$ cat src/rtl/bp_be_mul_sched_pkg.sv
// Shared backend definitions for the multiply scheduler.
// Holds default latency and widths, the request struct, and the queue-depth helper.
package bp_be_mul_sched_pkg;

    localparam int unsigned mul_lat_default_lp = 3;
    localparam int unsigned mul_els_default_lp = mul_lat_default_lp + 2;
    localparam int unsigned mul_tag_width_lp   = 5;
    localparam int unsigned mul_op_width_lp    = 4;

    typedef struct packed {
        logic [mul_op_width_lp-1:0]  op;
        logic [mul_tag_width_lp-1:0] tag;
    } bp_be_mul_req_s;

    // Two extra slots cover the result still in the last stage plus the one being dequeued.
    function automatic int unsigned mul_els(input int unsigned lat);
        return lat + 2;
    endfunction

endpackage

$ cat src/rtl/bp_be_mul_tag_fifo.sv
// Circular tag FIFO with read/write pointers and wrap bits; depth need not be a power of two.
module bp_be_mul_tag_fifo #(
    parameter int unsigned els_p   = 5,
    parameter int unsigned width_p = 5
) (
    input  logic               clk_i,
    input  logic               reset_n_i,
    input  logic               enq_i,
    input  logic [width_p-1:0] data_i,
    input  logic               deq_i,
    output logic               v_o,
    output logic [width_p-1:0] data_o,
    output logic               full_o
);

    localparam int unsigned ptr_w_lp = (els_p > 1) ? $clog2(els_p) : 1;
    typedef logic [ptr_w_lp-1:0] ptr_t;
    localparam ptr_t last_lp = ptr_t'(els_p - 1);

    logic [width_p-1:0] mem_r [els_p];
    ptr_t rptr_r, wptr_r, rptr_n, wptr_n;
    logic rwrap_r, wwrap_r, rwrap_n, wwrap_n;
    logic ptr_eq;

    assign ptr_eq = (rptr_r == wptr_r);
    assign v_o    = !(ptr_eq && (rwrap_r == wwrap_r));
    assign full_o = ptr_eq && (rwrap_r != wwrap_r);
    assign data_o = mem_r[rptr_r];

    always_comb begin
        rptr_n  = rptr_r;
        rwrap_n = rwrap_r;
        wptr_n  = wptr_r;
        wwrap_n = wwrap_r;
        if (deq_i) begin
            rptr_n  = (rptr_r == last_lp) ? '0 : rptr_r + ptr_t'(1);
            rwrap_n = rwrap_r ^ (rptr_r == last_lp);
        end
        if (enq_i) begin
            wptr_n  = (wptr_r == last_lp) ? '0 : wptr_r + ptr_t'(1);
            wwrap_n = wwrap_r ^ (wptr_r == last_lp);
        end
    end

    always_ff @(posedge clk_i or negedge reset_n_i) begin
        if (!reset_n_i) begin
            rptr_r  <= '0;
            wptr_r  <= '0;
            rwrap_r <= 1'b0;
            wwrap_r <= 1'b0;
        end else begin
            rptr_r  <= rptr_n;
            wptr_r  <= wptr_n;
            rwrap_r <= rwrap_n;
            wwrap_r <= wwrap_n;
        end
    end

    always_ff @(posedge clk_i) begin
        if (enq_i) begin
            mem_r[wptr_r] <= data_i;
        end
    end

endmodule

$ cat src/rtl/bp_be_mul_sched.sv
// Multiply issue scheduler: credit-gated accept, fixed-latency valid/tag pipe with
// two kill points, and a result-tag queue that can never overflow.
module bp_be_mul_sched
    import bp_be_mul_sched_pkg::*;
#(
    parameter int unsigned lat_p       = mul_lat_default_lp,
    parameter int unsigned tag_width_p = mul_tag_width_lp,
    parameter int unsigned op_width_p  = mul_op_width_lp
) (
    input  logic                   clk_i,
    input  logic                   reset_n_i,
    input  logic                   req_v_i,
    output logic                   req_ready_o,
    input  logic [op_width_p-1:0]  req_op_i,
    input  logic [tag_width_p-1:0] req_tag_i,
    input  logic                   kill_ex1_i,
    input  logic                   kill_ex2_i,
    output logic                   mul_v_o,
    output logic [op_width_p-1:0]  mul_op_o,
    output logic [lat_p-1:0]       stage_v_o,
    output logic                   res_v_o,
    output logic [tag_width_p-1:0] res_tag_o,
    input  logic                   res_yumi_i,
    output logic                   busy_o
);

    localparam int unsigned els_lp      = mul_els(lat_p);
    localparam int unsigned credit_w_lp = $clog2(els_lp + 1);
    typedef logic [credit_w_lp-1:0] credit_t;

    credit_t credit_r, credit_n;
    logic [lat_p-1:0] stage_v_r, stage_v_n, kill_v, live_v;
    logic [tag_width_p-1:0] stage_tag_r [lat_p];
    logic accept, enq, fifo_full;

    // Credits count every op in flight or queued, so ready depends on registers only.
    assign req_ready_o = (credit_r < credit_t'(els_lp));
    assign accept      = req_v_i & req_ready_o;
    assign mul_v_o     = accept;
    assign mul_op_o    = req_op_i;
    assign stage_v_o   = stage_v_r;
    assign busy_o      = (|stage_v_r) | res_v_o;

    always_comb begin
        kill_v    = '0;
        kill_v[0] = kill_ex1_i & stage_v_r[0];
        kill_v[1] = kill_ex2_i & stage_v_r[1];
        live_v    = stage_v_r & ~kill_v;
        stage_v_n = {live_v[lat_p-2:0], accept};
        enq       = live_v[lat_p-1];
        credit_n  = credit_r + credit_t'(accept) - credit_t'(res_yumi_i)
                  - credit_t'(kill_v[0]) - credit_t'(kill_v[1]);
    end

    always_ff @(posedge clk_i or negedge reset_n_i) begin
        if (!reset_n_i) begin
            stage_v_r <= '0;
            credit_r  <= '0;
        end else begin
            stage_v_r <= stage_v_n;
            credit_r  <= credit_n;
        end
    end

    always_ff @(posedge clk_i) begin
        stage_tag_r[0] <= req_tag_i;
        for (int unsigned i = 1; i < lat_p; i++) begin
            stage_tag_r[i] <= stage_tag_r[i-1];
        end
    end

    bp_be_mul_tag_fifo #(
        .els_p   (els_lp),
        .width_p (tag_width_p)
    ) u_tag_fifo (
        .clk_i     (clk_i),
        .reset_n_i (reset_n_i),
        .enq_i     (enq),
        .data_i    (stage_tag_r[lat_p-1]),
        .deq_i     (res_yumi_i),
        .v_o       (res_v_o),
        .data_o    (res_tag_o),
        .full_o    (fifo_full)
    );

    yumi_needs_valid: assert property (@(posedge clk_i) disable iff (!reset_n_i)
        res_yumi_i |-> res_v_o);
    no_enq_when_full: assert property (@(posedge clk_i) disable iff (!reset_n_i)
        !(enq && fifo_full));

endmodule

$ cat config.mk
export PLATFORM = sky130hd
export DESIGN_NAME = bp_be_mul_sched
export DESIGN_NICKNAME = d
export VERILOG_FILES = /design/src/rtl/bp_be_mul_sched_pkg.sv /design/src/rtl/bp_be_mul_tag_fifo.sv /design/src/rtl/bp_be_mul_sched.sv
export SDC_FILE = /design/constraint.sdc
export NUM_CORES = 1
export LEC_CHECK = 0
export BUFFER_PORTS_ARGS = -buffer_cell sky130_fd_sc_hd__buf_2
export CORE_ASPECT_RATIO = 2
export CORE_MARGIN = 2
export CORE_UTILIZATION = 35
export DETAILED_ROUTE_END_ITERATION = 7
export PLACE_DENSITY = 0.53
export RECOVER_POWER = 100
export SYNTH_ARGS = -nofsm -noshare
export SYNTH_HDL_FRONTEND = slang
export SYNTH_SLANG_ARGS = --single-unit
$ cat constraint.sdc
create_clock -name clk_i -period 2.1 [get_ports clk_i]
set_input_delay 0.315 -clock clk_i [delete_from_list [all_inputs] [get_ports clk_i]]
set_output_delay 0.315 -clock clk_i [all_outputs]
set_load 0.01 [all_outputs]
Word level (Yosys, flattened, before mapping)
Memory sizes are Yosys's and may differ from the RTL's.
Cells that the tools add are included.
Widths: inputs -> output; s select.
{ "totals": {"ram_bits": 40, "inputBits": 15, "memories": 2, "wordCells": 34, "output_inout_bits": 16, "ff_bits": 14} }
{ "op_classes": {"bitwise_logic": 8, "order_cmp": 1, "eq_ne": 4, "n_reduce_logical": 3, "add_sub_neg": 6, "mux": 4} }
{ "mem_list": {"columns": ["memory", "depth", "word_bits", "read_ports", "rd_clocked_by_memory_dff", "wr", "line_no", "rtl"], "rows": [
  ["u_tag_fifo.mem_r", 5, 5, 1, 0, 1, "bp_be_mul_tag_fifo.sv:20", "logic [width_p-1:0] mem_r [els_p];"],
  ["stage_tag_r", 3, 5, 3, 0, 3, "bp_be_mul_sched.sv:33", "logic [tag_width_p-1:0] stage_tag_r [lat_p];"]
]} }
{ "op_table": {"columns": ["cell", "n"], "rows": [
  ["$sub 3x1->3", 3],
  ["$add 3x1->3 const B", 2],
  ["$eq 3x3->1 const B", 2],
  ["$mux 3", 2],
  ["$add 3x1->3", 1],
  ["$and 1x1->1", 3],
  ["$and 3x3->3", 1],
  ["$eq 3x3->1", 1],
  ["$lt 3x3->1 const B", 1],
  ["$not 2->3", 1],
  ["$reduce_or 3->1", 1],
  ["$mux 1", 2],
  ["$xor 1x1->1", 2],
  ["$eq 1x1->1", 1],
  ["$logic_and 1x1->1", 1],
  ["$logic_not 1->1", 1],
  ["$or 1x1->1", 1]
]} }

Logic depth before layout (Yosys ltp)
Gate-level depths: netlist of the first run.
{ "logic_depth": {"word_depth": 6, "mapped_depth": 8, "depth_no_buf": 8} }

Cells and area by module
Synthesis of the first run repeated with hierarchy kept, for this count alone.
{ "unflattened": {"cells_unflattened": 154, "area_unflattened_um2": 2107.0} }
{ "modules_own_cells": {"columns": ["module", "cells_per_inst", "seq_area_each_um2", "instances", "area_each_um2"], "rows": [
  ["bp_be_mul_tag_fifo", 110, 950.9, 1, 1463.9],
  ["bp_be_mul_sched", 44, 450.4, 1, 643.1]
]} }

Worst setup path before layout of the first run
No wires, ideal clock.
{ "synth_timing": {"path_type": "reg-to-reg", "from": "register stage_v_r[1] (netlist: stage_v_o[1])", "to": "register credit_r[2]", "period_less_slack_ns": 2.268, "path_buffers": 0, "stages_incl_launch_ff": 9, "slack_ns": -0.168, "required_time_ns": 1.977, "setup_ns": 0.123, "arrival_ns": 2.145, "cell_sequence": "dfrtp_1 -> and2_1 -> ha_1 -> inv_1 -> fa_1 -> fa_1 -> ha_1 -> xor2_1 -> xnor2_1"} }
{ "synth_via": {"elab_chain_len": 2} }
{ "synth_lines": {"columns": ["element", "line_no", "rtl"], "rows": [
  ["start: declaration", "bp_be_mul_sched.sv:32", "logic [lat_p-1:0] stage_v_r, stage_v_n, kill_v, live_v;"],
  ["start signal: assignment", "bp_be_mul_sched.sv:60", "stage_v_r <= stage_v_n;"],
  ["$and 1x1->1", "bp_be_mul_sched.sv:47", "kill_v[1] = kill_ex2_i & stage_v_r[1];"],
  ["$sub 3x1->3", "bp_be_mul_sched.sv:52", "- credit_t'(kill_v[0]) - credit_t'(kill_v[1]);"],
  ["named net credit_n[2]", "bp_be_mul_sched.sv:31", "credit_t credit_r, credit_n;"],
  ["end signal: assignment", "bp_be_mul_sched.sv:61", "credit_r <= credit_n;"],
  ["end: declaration", "bp_be_mul_sched.sv:31", null]
]} }
The timed path passes the listed nets, and every way through them passes these cells.
A chain may end at the register's enable or synchronous reset.

Worst setup path in the final report of the first run
Same ends and word-level chain as after synthesis.

==> flow_metrics.py, run 1 <==
metrics = {
    "floorplanning": {
        "core_um2": 5710,
        "start_util_pct": 36.5,
        "die_x_um": 58.6,
        "io-pin-count": 31,
        "die_y_um": 113,
        "dieArea_um2": 6620,
        "fp-row-count": 39,
    },
    "synth": {
        "syn_nets": 172,
        "yosys_warnings": 0,
        "async_flop_share_pct": 25.9,
        "synth_most_common_cell": "edfxtp_1",
        "post_synth.cell_area_avg_um2": 14.1,
        "ys_seq_elements": 54,
        "netlist_instances": 148,
        "ys_seq_area_share_pct": 67.3,
        "synth_ff_type": "edfxtp_1",
        "synth-edff-count": 25,
        "synth_cell_types": 28,
        "synth.cell_area_um2": 2080,
        "yosysTopAreaCellShare_pct": 36.0,
        "synth_top_area_cell": "edfxtp_1",
        "yosys-top-cells-count": "25 x edfxtp_1, 15 x dfxtp_1, 14 x dfrtp_1",
        "ys_top_cells_by_area": "edfxtp_1 36%, dfrtp_1 17%, dfxtp_1 14%",
    },
    "power": {
        "p_per_area_nw_per_um2": 1300,
        "p_leak_nw": 0.998,
        "ir_worst_vdd_mv": 0.677,
        "power.total_mw": 3.17,
    },
    "global_route": {
        "grt_usage_pct": 12.4,
        "grt_antenna_before_repair": 0,
        "overflow": 0,
        "grt_pass1_wl_mm": 5.96,
        "grt_pass1_vias": 1280,
        "grt_max_degree": 20,
    },
    "routing": {
        "dr.pass1.iters": 4,
        "drt_iter0_markers": 15,
        "vias": 1186,
        "drc": 0,
        "wl_per_cell_um": 14.7,
        "finalWirelength_mm": 3.53,
        "avgViaCountPerCell": 4.92,
        "ant_nets": 0,
    },
    "placement": {
        "post-dp-hpwl_mm": 2.63,
        "io_buffers": 22,
        "gp_congestion": 0.743,
        "placed_area_um2": 2270,
        "pre_cts_ws_ps": -187,
    },
    "timing": {
        "slew_headroom_pct": 48.5,
        "setup_tns_ps": -108,
        "fin_ws_ps": -108,
        "rsz0062_at_grt": "yes",
        "period_share_pct": 105,
        "tightest_slew_ps": 772,
        "hold_violations": 0,
        "setup_viol": 1,
        "period_minus_slack_ps": 2210,
        "slew_violations": 0,
        "fmax_mhz": 453,
        "whs_ps": 119,
        "fin_skew_ps": 2.63,
    },
    "cts": {
        "numCtsBuffers": 5,
        "path_clk_slew_ps": 70,
        "cts.path.max_buffers": 2,
        "cts-root-buf": "clkbuf_16",
        "clock-sinks": 54,
        "cts_tree": "yes",
        "clkLatencyLatePin_ps": 290,
        "cts-htree-levels": 2,
    },
    "worst_setup_path": {
        "crit_path_end_kind": "register",
        "crit_fanout": 2,
        "reg2reg_setup_slack_ps": -110,
        "path_class": "register to register",
        "worst-path-buf-inv": 1,
        "slowest_delay_ps": 490,
        "cp_top_family": "adder cells",
        "r2r_end": "credit_r[2]",
        "slowest_stage": "fa_1",
        "arrival_ps": 2420,
        "cp_cell_sequence": "and2_1 > ha_1 > inv_2 > fa_2 > fa_1 > ha_2 > xor2_1 > xnor2_1",
        "startpoint_type": "register",
        "cp.required_ps": 2320,
        "rr_startpoint": "stage_v_o[1]",
        "reg2reg_depth": 8,
    },
    "outcome": {
        "status": "finished, violations left",
        "violations": "negative setup slack",
    },
    "finish": {
        "diodes": 0,
        "area_growth_syn_to_layout_pct": 17.3,
        "drive_above_1_share_pct": 24.4,
        "nNetsFinal": 203,
        "fin_area_um2": 2440,
    },
    "min_path": {
        "hold_path_end": "stage_tag_r[0][4]",
        "hold_class": "input pin to register",
        "worstHoldStart": "req_tag_i[4]",
        "hold_depth": 1,
    },
    "run": {
        "cap_violations": 0,
    },
}
sequential cells by signal (all words and copies together) (netlist names):
| name | cells |
|---|---|
| u_tag_fifo.rwrap_r | 1 |
| credit_r | 3 |
| u_tag_fifo.wwrap_r | 1 |
| u_tag_fifo.wptr_r | 3 |
| u_tag_fifo.mem_r | 25 |
| u_tag_fifo.rptr_r | 3 |
| stage_tag_r | 15 |
| stage_v_o | 3 |
cells in the final DEF (no fill, tap or decap), drive strengths merged:
| cell | n |
|---|---|
| edfxtp | 25 |
| a21o | 1 |
| clkinv | 2 |
| mux2i | 5 |
| fa | 2 |
| dfxtp | 15 |
| xor2 | 1 |
| o21ai | 9 |
| buf | 31 |
| dlygate4sd3 | 1 |
| and2 | 2 |
| a211oi | 5 |
| a221oi | 5 |
| ha | 7 |
| nand2b | 3 |
| and2b | 4 |
| nand3 | 3 |
| xnor2 | 7 |
| nor3b | 1 |
| nor2b | 3 |
| inv | 12 |
| clkbuf | 6 |
| or4 | 1 |
| nand4 | 1 |
| nor2 | 3 |
| dfrtp | 14 |
| nand2 | 9 |
| nor3 | 2 |
logic make-up after synthesis:
family                     Yosys count  synth area share (%)
DFF                                 54                  67.3
adders and majority gates            9                  6.13
muxes                                5                  2.40
AOI/OAI and AO/OA                   20                  6.43
buffers and inverters               20                  5.47
and+or+nand+nor                     32                  8.23
xor gates and xnor gates             8                  4.08
metrics by stage:
step / std cells / util [%]
2_1_floorplan: 148 / -
3_3_place_gp: 231 / 39.8
3_5_place_dp: 231 / 39.8
4_1_cts: 240 / 42.6
5_1_grt: 241 / 42.8
6_report: 241 / 42.8
cell type report:
| type | count | area, um2 |
|---|---|---|
| Timing Repair Buffer | 33 | 198 |
| Clock buffer | 5 | 125 |
| Fill cell | 524 | 3270 |
| Multi-Input combinational cell | 74 | 573 |
| Clock inverter | 3 | 28.8 |
| Inverter | 11 | 41.3 |
| Tap cell | 61 | 76.3 |
| Sequential cell | 54 | 1400 |
what timing repair did:
item,CTS,global route
pin swaps,1,1
endpoints found under the hold margin,14,0
endpoints found under the setup margin,1,2
gates resized for setup,1,1
hold buffers,1,0
setup buffers,0,1
worst max path at each step:
stage / end / startpoint / cells after the start / slack [ps]
6_report: credit_r[2] / stage_v_o[1] / 8 / -110
5_1_grt: credit_r[2] / stage_v_o[1] / 8 / -170
4_1_cts: credit_r[2] / stage_v_o[1] / 8 / -120
3_5_place_dp: credit_r[2] / kill_ex2_i / 9 / -190
3_3_place_gp: credit_r[2] / kill_ex2_i / 9 / -170
2_1_floorplan: credit_r[2] / stage_v_o[1] / 8 / -110
report_power, final:
| part | switching [mW] | total, mW | leakage (nW) | internal (mW) |
|---|---|---|---|---|
| Combinational | 0.476 | 0.936 | 0.395 | 0.461 |
| Sequential | 0.151 | 1.40 | 0.527 | 1.25 |
| Clock | 0.378 | 0.832 | 0.0759 | 0.454 |
| Total | 1.00 | 3.17 | 0.998 | 2.16 |
per-layer routing:
metal | track usage, % | vias up | part of all wire, %
li1 | - | 569 | -
met4 | 8.37 | 0 | 3.5
met5 | 0 | - | 0
met2 | 23.1 | 19 | 60
met1 | 11.1 | 588 | 33
met3 | 2.74 | 10 | 2.6
No activity file was read; power rests on OpenSTA's default activity.
==> run 2, diff against run 1 <==
- PLACE_DENSITY: 0.53 -> 0.51
- clock period: 2.1 -> 2.6 ns (I/O delays scaled with it)
==> flow_metrics.py, run 2 (same netlist as run 1, synthesis figures left out) <==
metrics = {
    "finish": {
        "area_growth_syn_to_layout_pct": 14.1,
        "largest_reg_flops": 25,
        "fin_area_um2": 2380,
        "nNetsFinal": 197,
        "largest_register": "u_tag_fifo.mem_r",
        "drive_above_1_share_pct": 11.5,
        "diodes": 0,
        "final_common_cell": "edfxtp_1",
        "final_cell_mix": "25 x edfxtp_1, 16 x clkbuf_1, 15 x dfxtp_1, 14 x dfrtp_1, 11 x inv_1",
        "instances_no_fill": 235,
        "largestRegisters": "u_tag_fifo.mem_r (25), stage_tag_r (15)",
    },
    "placement": {
        "pre_cts_ws_ps": 158,
        "post-dp-hpwl_mm": 2.54,
        "dp.cells": 226,
        "io_buffers": 22,
        "gp_congestion": 0.712,
        "placed_area_um2": 2230,
    },
    "routing": {
        "vias": 1151,
        "finalWirelength_mm": 3.50,
        "ant_nets": 0,
        "drc": 0,
        "wl_per_cell_um": 14.9,
        "drt_iter0_markers": 49,
        "avgViaCountPerCell": 4.90,
        "dr.pass1.iters": 5,
    },
    "worst_setup_path": {
        "crit_path_end_kind": "register",
        "r2r_end": "credit_r[2]",
        "reg2reg_depth": 8,
        "arrival_ps": 2520,
        "crit_end": "credit_r[2]",
        "cp.required_ps": 2810,
        "rr_startpoint": "stage_v_o[1]",
        "critPathLaunch": "stage_v_o[1]",
        "reg2reg_setup_slack_ps": 290,
        "startpoint_type": "register",
        "crit_fanout": 4,
        "path_class": "register to register",
    },
    "floorplanning": {
        "fp-row-count": 39,
        "die_y_um": 113,
        "die_x_um": 58.6,
        "dieArea_um2": 6620,
        "io-pin-count": 31,
        "core_um2": 5710,
        "start_util_pct": 36.5,
    },
    "power": {
        "power.total_mw": 2.54,
        "pwr-share-comb_pct": 26.0,
        "p_clk_share_pct": 28.8,
        "p_int_mw": 1.73,
        "switching_power_mw": 0.806,
        "switching_share_pct": 31.8,
        "p_leak_nw": 0.929,
        "p_seq_share_pct": 45.3,
        "ir_worst_vdd_mv": 0.615,
        "p_per_area_nw_per_um2": 1070,
    },
    "timing": {
        "hold_violations": 0,
        "period_minus_slack_ps": 2310,
        "tightest_slew_ps": 761,
        "setup_tns_ps": 0,
        "rsz0062_at_grt": "no",
        "fin_skew_ps": 4.57,
        "slew_violations": 0,
        "fin_ws_ps": 291,
        "fmax_mhz": 433,
        "setup_viol": 0,
        "slew_headroom_pct": 49.3,
        "period_share_pct": 88.8,
    },
    "cts": {
        "cts_setup_buffers": 0,
        "cts-root-buf": "clkbuf_16",
        "numCtsBuffers": 5,
        "clkLatencyLatePin_ps": 290,
        "cts.path.max_buffers": 2,
        "cts-htree-levels": 2,
        "cts_tree": "yes",
        "path_clk_slew_ps": 70,
        "clock-sinks": 54,
    },
    "outcome": {
        "status": "finished, final reports clean",
    },
    "global_route": {
        "grt_max_degree": 19,
        "grt_usage_pct": 11.9,
        "grt_pass1_vias": 1196,
        "grt_pass1_wl_mm": 5.82,
        "overflow": 0,
        "grt_antenna_before_repair": 0,
    },
    "run": {
        "cap_violations": 0,
    },
    "min_path": {
        "hold_class": "input pin to register",
    },
}
## run 2: cell types whose count changed in the layout (fill, tap and decap cells not counted), moves of 2 or more
cell,before,now
clkbuf_1,1,16
buf_4,9,1
and2_1,2,0
and2_0,0,2
buf_2,21,9
inv_6,0,2
clkinv_4,2,0
## run 2: layout make-up
| class | instances | area (um2) |
|---|---|---|
| Clock buffer | 6 | 150 |
| Clock inverter | 2 | 17.5 |
| Fill cell | 526 | 3330 |
| Inverter | 11 | 41.3 |
| Multi-Input combinational cell | 74 | 568 |
| Sequential cell | 54 | 1400 |
| Tap cell | 61 | 76.3 |
| Timing Repair Buffer | 27 | 123 |
## run 2: per-stage QoR
step	util, %	hold slack (ps)
finish	41.6	197
global route	41.6	180
CTS	42.1	188
detailed placement	39.0	306
global placement	39.0	299
floorplan	-	94.4
## run 2: worst min path at each step
| stage | from | endpoint | cells past startpoint |
|---|---|---|---|
| 2_1_floorplan | reset_n_i | credit_r[0] | 0 |
| 3_3_place_gp | reset_n_i | stage_v_o[0] | 1 |
| 3_5_place_dp | reset_n_i | stage_v_o[1] | 1 |
| 4_1_cts | req_tag_i[0] | stage_tag_r[0][0] | 1 |
| 5_1_grt | req_tag_i[3] | stage_tag_r[0][3] | 1 |
| 6_report | req_tag_i[3] | stage_tag_r[0][3] | 1 |
## run 2: critical path: stages, from the launching register on
cell and delay, ps:
dfrtp_1 400, and2_0 140, ha_1 260, inv_1 50, fa_1 400, fa_1 500
ha_1 160, xor2_1 180, xnor2_1 140
## run 2: power groups by stage
stage / logic, mW / clock network [mW] / registers, mW
floorplan: 0.529 / 0 / 1.11
global placement: 0.667 / 0 / 1.16
detailed placement: 0.703 / 0 / 1.17
CTS: 0.707 / 0.747 / 1.15
global route: 0.756 / 0.776 / 1.17
finish: 0.659 / 0.730 / 1.15
## run 2: what timing repair did
item / CTS / global route
hold buffers: 1 / 0
hold endpoints to repair: 14 / 0
gates resized for setup: 0 / 0
## run 2: routing by layer
layer  vias to the layer above  GRT usage, %  wire [um]
met2                        18          21.0       1960
met1                       570          12.5       1340
met4                         0          6.98         92
met3                         6          2.51        100
li1                        557             -          -
met5                         -             0          0
==> run 3, diff against run 2 <==
- clock period: 2.6 -> 2.5 ns (I/O delays scaled with it)
==> flow_metrics.py, run 3 (same netlist as run 1, synthesis figures left out) <==
metrics = {
    "outcome": {
        "status": "finished, final reports clean",
    },
    "floorplanning": {
        "die_x_um": 58.6,
        "start_util_pct": 36.5,
        "fp-row-count": 39,
        "core_um2": 5710,
        "dieArea_um2": 6620,
        "io-pin-count": 31,
        "die_y_um": 113,
    },
    "worst_setup_path": {
        "crit_path_end_kind": "register",
        "cp.required_ps": 2680,
        "path_class": "register to register",
        "crit_fanout": 4,
        "startpoint_type": "register",
        "arrival_ps": 2490,
    },
    "timing": {
        "slew_violations": 0,
        "tightest_slew_ps": 765,
        "period_minus_slack_ps": 2320,
        "setup_tns_ps": 0,
        "period_share_pct": 92.7,
        "slew_headroom_pct": 49.0,
        "setup_viol": 0,
        "rsz0062_at_grt": "no",
        "hold_violations": 0,
        "fin_skew_ps": 4.03,
        "fmax_mhz": 432,
    },
    "min_path": {
        "hold_class": "input pin to register",
    },
    "global_route": {
        "grt_pass1_wl_mm": 5.80,
        "grt_usage_pct": 11.9,
        "overflow": 0,
        "grt_antenna_before_repair": 0,
        "grt_pass1_vias": 1185,
        "grt_max_degree": 18,
    },
    "placement": {
        "io_buffers": 22,
        "post-dp-hpwl_mm": 2.54,
        "gp_congestion": 0.712,
        "dp.cells": 226,
    },
    "routing": {
        "dr.pass1.iters": 4,
        "vias": 1138,
        "finalWirelength_mm": 3.44,
        "drc": 0,
        "avgViaCountPerCell": 4.84,
        "wl_per_cell_um": 14.6,
        "drt_iter0_markers": 29,
        "ant_nets": 0,
    },
    "power": {
        "pwr-share-comb_pct": 26.8,
        "switching_power_mw": 0.808,
        "p_seq_share_pct": 46.9,
        "p_int_mw": 1.73,
        "switching_share_pct": 31.8,
        "p_leak_nw": 0.914,
        "ir_worst_vdd_mv": 0.811,
        "p_per_area_nw_per_um2": 1080,
        "p_clk_share_pct": 26.3,
    },
    "finish": {
        "final_common_cell": "edfxtp_1",
        "instances_no_fill": 235,
        "nNetsFinal": 197,
        "drive_above_1_share_pct": 10.9,
        "diodes": 0,
        "final_cell_mix": "25 x edfxtp_1, 17 x clkbuf_1, 15 x dfxtp_1, 14 x dfrtp_1, 11 x inv_1",
        "largest_register": "u_tag_fifo.mem_r",
        "largest_reg_flops": 25,
        "largestRegisters": "u_tag_fifo.mem_r (25), stage_tag_r (15)",
        "area_growth_syn_to_layout_pct": 12.9,
    },
    "cts": {
        "numCtsBuffers": 5,
        "clock-sinks": 54,
        "clkLatencyLatePin_ps": 290,
        "path_clk_slew_ps": 70,
        "cts.path.max_buffers": 2,
        "cts_setup_buffers": 0,
        "cts-htree-levels": 2,
        "cts-resized-gates": 0,
        "cts_tree": "yes",
        "cts-root-buf": "clkbuf_16",
    },
    "run": {
        "cap_violations": 0,
    },
}
## run 3: cell count changes in the layout (fill, tap and decap cells not counted), sizes merged
cell      change
inv           -1
clkinvlp      +1
## run 3: cell type report
type / count / area (um2)
clock inverter: 2 / 13.8
multi-input combinational: 74 / 568
clock buffer: 6 / 129
sequential: 54 / 1400
tap: 61 / 76.3
timing repair buffer: 27 / 123
inverter: 11 / 41.3
fill: 547 / 3360
## run 3: critical path, stage by stage, from the launching register on
cell	delay [ps]
dfrtp_1	400
and2_0	150
ha_1	270
inv_1	50
fa_1	400
fa_1	450
ha_1	220
xor2_1	150
xnor2_1	120
## run 3: path summary, 6_finish.rpt
check	start	slack, ps	to	cells after the start
setup reg to reg	stage_v_o[1]	180	credit_r[2]	8
setup / recovery	stage_v_o[1]	180	credit_r[2]	8
max in group asynchronous	reset_n_i	1360	u_tag_fifo.rptr_r[2]	2
hold reg to reg	stage_tag_r[0][7]	330	stage_tag_r[0][12]	0
hold / removal	req_tag_i[4]	190	stage_tag_r[0][4]	1
min in group asynchronous	reset_n_i	670	stage_v_o[0]	2
## run 3: repair_timing
item | in CTS | in global routing
hold buffers | 1 | 0
hold endpoints to repair | 14 | 0
endpoints found under the setup margin | 0 | 0
## run 3: power groups by stage
stage	clock, mW	combinational [mW]	sequential, mW
final	0.669	0.682	1.19
after global routing	0.724	0.775	1.21
after CTS	0.689	0.736	1.19
after global placement	0	0.694	1.20
after detailed placement	0	0.727	1.21
after floorplan	0	0.550	1.15
## run 3: routing by layer
metal | vias up | routed length, um | track usage (%)
met5 | - | 0 | 0
met4 | 0 | 89 | 6.20
met3 | 6 | 109 | 2.40
met2 | 20 | 1980 | 21.5
met1 | 555 | 1270 | 12.4
li1 | 557 | - | -
## run 3: per-stage QoR
stage	total power, mW	cell area (um2)	setup WS, ps	util, %	hold slack (ps)
global placement	1.90	2230	117	39.0	284
CTS	2.62	2380	163	41.7	177
detailed placement	1.94	2230	92.9	39.0	288
finish	2.54	2350	184	41.2	185
floorplan	1.70	2080	232	-	79.4
global route	2.71	2350	78.0	41.2	176
